[src/rtl/main_fsm.sv]
// Multi-cycle RV32I control FSM: sequences fetch/decode/execute/memory/writeback
// and drives datapath enables and mux selects. Define MAIN_FSM_INSTRET_EN to add
// the retired-instruction counter; otherwise instret is tied to zero.
module main_fsm #(
  parameter int INSTRET_WIDTH = 32
) (
  input  logic                     clk,
  input  logic                     reset,
  input  logic [6:0]               op,
  input  logic [2:0]               funct3,
  input  logic                     zero,
  input  logic                     mem_ready,
  output logic                     pc_write,
  output logic                     ir_write,
  output logic                     adr_src,
  output logic                     mem_write,
  output logic                     reg_write,
  output logic [1:0]               result_src,
  output logic [1:0]               alu_src_a,
  output logic [1:0]               alu_src_b,
  output logic [1:0]               alu_op,
  output logic                     illegal,
  output logic [3:0]               state,
  output logic [INSTRET_WIDTH-1:0] instret
);

  typedef enum logic [3:0] {
    S_FETCH    = 4'd0,
    S_DECODE   = 4'd1,
    S_MEMADR   = 4'd2,
    S_MEMREAD  = 4'd3,
    S_MEMWB    = 4'd4,
    S_MEMWRITE = 4'd5,
    S_EXECR    = 4'd6,
    S_EXECI    = 4'd7,
    S_ALUWB    = 4'd8,
    S_JAL      = 4'd9,
    S_BRANCH   = 4'd10,
    S_TRAP     = 4'd11
  } state_e;

  localparam logic [6:0] OP_LOAD   = 7'b0000011;
  localparam logic [6:0] OP_STORE  = 7'b0100011;
  localparam logic [6:0] OP_RTYPE  = 7'b0110011;
  localparam logic [6:0] OP_ITYPE  = 7'b0010011;
  localparam logic [6:0] OP_JAL    = 7'b1101111;
  localparam logic [6:0] OP_BRANCH = 7'b1100011;

  localparam logic [1:0] RES_ALUOUT    = 2'b00;
  localparam logic [1:0] RES_DATA      = 2'b01;
  localparam logic [1:0] RES_ALURESULT = 2'b10;

  localparam logic [1:0] A_PC    = 2'b00;
  localparam logic [1:0] A_OLDPC = 2'b01;
  localparam logic [1:0] A_RS1   = 2'b10;

  localparam logic [1:0] B_RS2  = 2'b00;
  localparam logic [1:0] B_IMM  = 2'b01;
  localparam logic [1:0] B_FOUR = 2'b10;

  localparam logic [1:0] ALU_ADD   = 2'b00;
  localparam logic [1:0] ALU_SUB   = 2'b01;
  localparam logic [1:0] ALU_FUNCT = 2'b10;

  state_e state_q, state_d;
  logic   pc_en, ir_en, mem_we, reg_we;

  // NOTE: sequential state uses non-blocking assignment so every flop samples pre-edge values.
  always_ff @(posedge clk or negedge reset) begin
    if (!reset) begin
      state_q <= S_FETCH;
    end else begin
      state_q <= state_d;
    end
  end

  always_comb begin
    // NOTE: every signal written here gets a default first, so no path leaves one unassigned (no latch).
    state_d    = S_FETCH;
    pc_en      = 1'b0;
    ir_en      = 1'b0;
    mem_we     = 1'b0;
    reg_we     = 1'b0;
    adr_src    = 1'b0;
    result_src = 2'b00;
    alu_src_a  = 2'b00;
    alu_src_b  = 2'b00;
    alu_op     = 2'b00;
    illegal    = 1'b0;

    case (state_q)
      S_FETCH: begin
        alu_src_a  = A_PC;
        alu_src_b  = B_FOUR;
        alu_op     = ALU_ADD;
        result_src = RES_ALURESULT;
        ir_en      = mem_ready;
        pc_en      = mem_ready;
        state_d    = mem_ready ? S_DECODE : S_FETCH;
      end
      S_DECODE: begin
        // Precompute the branch target into ALUOut while the opcode is decoded.
        alu_src_a = A_OLDPC;
        alu_src_b = B_IMM;
        alu_op    = ALU_ADD;
        case (op)
          OP_LOAD, OP_STORE: state_d = S_MEMADR;
          OP_RTYPE:          state_d = S_EXECR;
          OP_ITYPE:          state_d = S_EXECI;
          OP_JAL:            state_d = S_JAL;
          OP_BRANCH:         state_d = S_BRANCH;
          default:           state_d = S_TRAP;
        endcase
      end
      S_MEMADR: begin
        alu_src_a = A_RS1;
        alu_src_b = B_IMM;
        alu_op    = ALU_ADD;
        state_d   = op[5] ? S_MEMWRITE : S_MEMREAD;
      end
      S_MEMREAD: begin
        adr_src    = 1'b1;
        result_src = RES_ALUOUT;
        state_d    = mem_ready ? S_MEMWB : S_MEMREAD;
      end
      S_MEMWB: begin
        result_src = RES_DATA;
        reg_we     = 1'b1;
      end
      S_MEMWRITE: begin
        adr_src    = 1'b1;
        result_src = RES_ALUOUT;
        mem_we     = 1'b1;
        state_d    = mem_ready ? S_FETCH : S_MEMWRITE;
      end
      S_EXECR: begin
        alu_src_a = A_RS1;
        alu_src_b = B_RS2;
        alu_op    = ALU_FUNCT;
        state_d   = S_ALUWB;
      end
      S_EXECI: begin
        alu_src_a = A_RS1;
        alu_src_b = B_IMM;
        alu_op    = ALU_FUNCT;
        state_d   = S_ALUWB;
      end
      S_ALUWB: begin
        result_src = RES_ALUOUT;
        reg_we     = 1'b1;
      end
      S_JAL: begin
        // Link value PC+4 goes through ALUWB; the target already sits in ALUOut.
        alu_src_a  = A_OLDPC;
        alu_src_b  = B_FOUR;
        alu_op     = ALU_ADD;
        result_src = RES_ALUOUT;
        pc_en      = 1'b1;
        state_d    = S_ALUWB;
      end
      S_BRANCH: begin
        alu_src_a  = A_RS1;
        alu_src_b  = B_RS2;
        alu_op     = ALU_SUB;
        result_src = RES_ALUOUT;
        case (funct3)
          3'b000:  pc_en = zero;
          3'b001:  pc_en = ~zero;
          default: pc_en = 1'b0;
        endcase
      end
      S_TRAP: begin
        illegal = 1'b1;
        state_d = S_TRAP;
      end
      default: state_d = S_FETCH;
    endcase
  end

  // Enables are held off for the whole time reset is asserted, not just at the edge.
  assign pc_write  = pc_en  & reset;
  assign ir_write  = ir_en  & reset;
  assign mem_write = mem_we & reset;
  assign reg_write = reg_we & reset;
  assign state     = state_q;

`ifdef MAIN_FSM_INSTRET_EN
  logic                     retire;
  logic [INSTRET_WIDTH-1:0] instret_q;

  always_comb begin
    retire = 1'b0;
    case (state_q)
      S_MEMWB, S_ALUWB, S_BRANCH: retire = 1'b1;
      S_MEMWRITE:                 retire = mem_ready;
      default:                    retire = 1'b0;
    endcase
  end

  always_ff @(posedge clk or negedge reset) begin
    if (!reset) begin
      instret_q <= '0;
    end else if (retire) begin
      instret_q <= instret_q + INSTRET_WIDTH'(1);
    end
  end

  assign instret = instret_q;
`else
  assign instret = '0;
`endif

endmodule

[config.mk]
export PLATFORM = sky130hd
export DESIGN_NAME = main_fsm
export DESIGN_NICKNAME = d
export VERILOG_FILES = /design/src/rtl/main_fsm.sv
export SDC_FILE = /design/constraint.sdc
export NUM_CORES = 1
export LEC_CHECK = 0
export BUFFER_PORTS_ARGS = -buffer_cell sky130_fd_sc_hd__buf_4
export CORE_MARGIN = 4
export CORE_UTILIZATION = 40
export CTS_CLUSTER_SIZE = 40
export DETAILED_ROUTE_END_ITERATION = 10
export PLACE_DENSITY = 0.79
export RECOVER_POWER = 25
export SKIP_CTS_REPAIR_TIMING = 1
export SLEW_MARGIN = 20
export SYNTH_ARGS = -nofsm -noshare
export SYNTH_HDL_FRONTEND = slang
export SYNTH_SLANG_ARGS = --single-unit
[constraint.sdc]
create_clock -name clk -period 2.61 [get_ports clk]
set_input_delay 0.261 -clock clk [delete_from_list [all_inputs] [get_ports clk]]
set_output_delay 0.261 -clock clk [all_outputs]
set_load 0.005 [all_outputs]
Word-level counts from Yosys, hierarchy flattened
Index checks and enable logic that the tools add are counted.
Widths: inputs -> output; s select.
{"block": "totals", "latchBits": 0, "memories": 0, "output_inout_bits": 50, "ff_bits": 4, "inputBits": 14, "rom_bits": 0, "word_cells": 52, "mem_bits_rw": 0}
{"block": "op_classes", "mux": 17, "add_sub_neg": 0, "mul": 0, "bitwise_logic": 5, "n_div": 0, "reduce_logical": 11, "n_eq_ne": 18, "magnitude_cmp": 0, "shifts": 0}
{"cell": "$pmux 4 s7", "n": 1}
{"cell": "$pmux 4 s5", "n": 1}
{"cell": "$eq 4x3->1 const B", "n": 4}
{"cell": "$eq 4x4->1 const B", "n": 4}
{"cell": "$pmux 2 s2", "n": 4}
{"cell": "$eq 7x6->1 const B", "n": 2}
{"cell": "$eq 7x7->1 const B", "n": 2}
{"cell": "$reduce_or 2->1", "n": 6}
{"cell": "$mux 3", "n": 3}
{"cell": "$eq 4x2->1 const B", "n": 2}
{"cell": "$eq 7x2->1 const B", "n": 1}
{"cell": "$eq 7x5->1 const B", "n": 1}
{"cell": "$mux 1", "n": 6}
{"cell": "$reduce_or 3->1", "n": 2}
{"cell": "$and 1x1->1", "n": 4}
{"cell": "$eq 4x1->1 const B", "n": 1}
{"cell": "$logic_not 4->1", "n": 1}
{"cell": "$reduce_or 4->1", "n": 1}
{"cell": "$eq 3x1->1 const B", "n": 1}
{"cell": "$logic_not 3->1", "n": 1}
{"cell": "$pmux 1 s3", "n": 1}
{"cell": "$pmux 1 s2", "n": 1}
{"cell": "$not 1->1", "n": 1}

Logic depth before layout (Yosys ltp)
{"block": "logic_depth", "depth_word": 4, "ltp_mapped": 4, "ltp_nobuf": 3}

Worst setup path after synthesis
Ideal clock, no wire load.
{"block": "synth_timing", "path_type": "register -> output", "from": "register state_q[0], in the netlist state[0]", "to": "output pc_write", "path_buffers": 0, "stages_incl_launch_ff": 4, "t_required_ns": 2.349, "arrival_time_ns": 1.198, "slack_ns": 1.151, "path_cell_list": "dfrtp_1 -> or3b_1 -> a21o_1 -> a211oi_2"}
{"block": "synth_between", "elab_chain_cells": 3, "elab_cells_between_ends": 5, "classes_between": "eq/ne: 2; mux: 1; bitwise: 1; reduce/logical: 1"}
{"element": "start: declaration", "line_no": "65", "rtl": "state_e state_q, state_d;"}
{"element": "start signal: assignment", "line_no": "73", "rtl": "state_q <= state_d;"}
{"element": "$eq 4x4->1 / $logic_not 4->1 (equally long branches)", "line_no": "91", "rtl": "case (state_q)"}
{"element": "$pmux 1 s3 (*)", "line_no": "91"}
{"element": "$and 1x1->1 (*)", "line_no": "181", "rtl": "assign pc_write = pc_en & reset;"}
{"element": "end: declaration", "line_no": "13", "rtl": "output logic pc_write,"}
Every way passes the cells marked *; elsewhere a longest branch is shown, timed or not.

Final worst setup path
Ends and elaborated chain as after synthesis.

==> reports/metrics.yaml <==
clock_latency_ns: 0.23
timing.final.crit_share_pct: 77.9
synth_cell_types: 39
globalplace.congestion: 0.757
largest_reg_flops: 4
syn_area_um2: 782
rsz0062_at_grt: "no"
rrSetupSlack_ns: 1.15
grt_pass1_vias: 570
cp-end-kind: "output port"
path_cells: "or3b_1 -> a21o_1 -> a211oi_2 -> buf_4"
synth.ff_latch_count: 4
fp.dieW_um: 52.2
grt_overflow_total: 0
die_h_um: 52.2
wirelength_mm: 1.75
fmax_mhz: 492
cts_tree: "built"
yosys_most_used_dff: "dfrtp_1"
cts_buffers: 3
path_class: "reg2out"
fin_skew_ns: 0.00304
dr_total_vias: 690
wl_per_cell_um: 11.5
htreeDepth: 1
holdPathStages: 3
arrival_ns: 1.77
regArea_um2: 100
multi_input_area_um2: 502
dpl.hpwl_mm: 1.42
drive_above_1_share_pct: 30.7
setup_viol: 0
grt_usage_pct: 12.3
diodes: 0
endpoint: "pc_write"
placementRows: 15
critical_path.max_stage_delay_ns: 0.55
max_slew_margin_pct: 62.3
nets: 143
cap_violations: 0
syn_area_per_cell_um2: 8.06
clk_path_buf_depth: 2
ir_drop_mv: 0.415
reg2reg_depth: 3
status: "finished, final reports clean"
initial_utilization_pct: 43.9
finalInstanceArea_um2: 902
crit_fanout: 17
dr.pass1.iters: 4
required_ns: 2.35
port_buffers: 31
rr_startpoint: "state[3]$_DFF_PN0_"
r2r-end: "state[0]$_DFF_PN0_"
slew_viol_final: 0
grt_start_max_net_pins: 18
place_area_um2: 877
post-route-min-period_ns: 2.03
io_pins: 64
start_kind: "flop"
antenna_found_initial: 0
synth_cells: 97
root_buffer: "clkbuf_4"
ant_nets: 0
hold_class: "in2reg"
final_cell_count_no_fill: 152
startpoint: "state[0]$_DFF_PN0_"
async_flop_share_pct: 100
total_power_mw: 0.772
area_growth_pct: 15.4
grt_pass1_wl_mm: 2.51
cp_slowest_cell: "dfrtp_1"
power.leakage_nw: 0.447
hold_viol_final: 0
drc_errors: 0
ys_seq_area_share_pct: 12.8
clkTransAtPathRegs_ns: 0.04
vias_per_cell: 4.54
fill_cells: 190
dp.cells: 148
tightestPinTransition_ns: 0.566
synth_warnings: 0
setup_tns_ns: 0
dieArea_um2: 2730
p_per_area_nw_per_um2: 856
drtIter0Drc: 17
synth-edff-count: 0
core_um2: 1780
cts_sinks: 4
==> cell type report <==
type,instances,share of cell area [%]
clock buffers,3,2.50
well taps,25,3.47
inverters,3,1.25
multi-input cells,85,55.6
flip-flops and latches,4,11.1
repair buffers,32,26.1
==> layout by cell type (no fill, tap or decap), types with 2 or more instances in the layout <==
cell type,synthesis,final
conb_1,1,32
buf_4,32,28
nor2_1,7,7
clkbuf_4,0,4
dfrtp_1,4,4
xnor2_1,3,3
nor3_1,3,3
nor4_1,3,3
nand2b_1,2,2
nor2b_1,2,2
inv_1,2,2
nand2_1,2,2
or2b_1,2,2
a21oi_1,2,2
nand4b_1,2,2
o21ai_1,2,2
nor3b_1,2,2
clkbuf_1,0,2
==> Yosys cell counts, types with 2 or more instances <==
cell type	number	area (µm²)
buf_4	32	240
buf_6	4	45.0
nand4b_1	2	17.5
nand2b_1	2	12.5
xnor2_1	3	26.3
nor4_1	3	18.8
or2b_1	2	15.0
o21ai_1	2	10.0
nor2b_1	2	12.5
nor3_1	3	15.0
inv_1	2	7.51
nor2_1	7	26.3
a21oi_1	2	10.0
dfrtp_1	4	100
nor3b_1	2	15.0
nand2_1	2	7.51
==> how the worst min path moves through the flow <==
stage | from | to | slack [ns]
4_1_cts | reset | state[3]$_DFF_PN0_ | -0.18
3_5_place_dp | reset | state[3]$_DFF_PN0_ | 0.07
3_3_place_gp | reset | state[3]$_DFF_PN0_ | 0.07
6_report | op[4] | state[2]$_DFF_PN0_ | 0.32
5_1_grt | op[4] | state[2]$_DFF_PN0_ | 0.32
2_1_floorplan | reset | state[0]$_DFF_PN0_ | -0.03
==> metal layers <==
layer | up-vias | global-route usage (%) | part of all wire (%)
met1 | 307 | 13.9 | 40
li1 | 335 | - | -
met4 | 0 | 5.11 | 0
met2 | 48 | 21.1 | 47
met5 | - | 0 | 0
met3 | 0 | 3.70 | 13
==> power breakdown <==
part / switching, mW / internal [mW] / leakage (nW)
clock network: 0.0233 / 0.0513 / 0.0138
logic: 0.201 / 0.288 / 0.383
registers: 0.121 / 0.0879 / 0.0508
==> stage by stage <==
step | util [%] | hold slack, ns | worst slack (ns)
detailed placement | 49.2 | 0.0683 | 0.848
global route | 50.6 | 0.323 | 0.468
global placement | 49.2 | 0.0671 | 0.868
floorplan | - | -0.0346 | 1.15
finish | 50.6 | 0.320 | 0.577
CTS | 50.5 | -0.185 | 0.578
==> critical path, delay by kind of cell (launching register included) <==
| family | cells | cell delay (ns) |
|---|---|---|
| DFF | 1 | 0.55 |
| and+or+nand+nor | 1 | 0.44 |
| AOI/OAI and AO/OA | 2 | 0.41 |
| buffers and inverters | 1 | 0.14 |
==> kinds of logic (layout without fill, tap and decap cells) <==
group           after synthesis  count (layout)  share of synthesized area (%)
compound gates               14              14                           14.4
xor+xnor                      4               4                           4.48
buf+inv                      39              38                           37.9
flops                         4               4                           12.8
mux                           1               1                           1.28
other cells                   1              32                          0.480
simple gates                 34              34                           28.6
(Power assumes the default switching activity.)
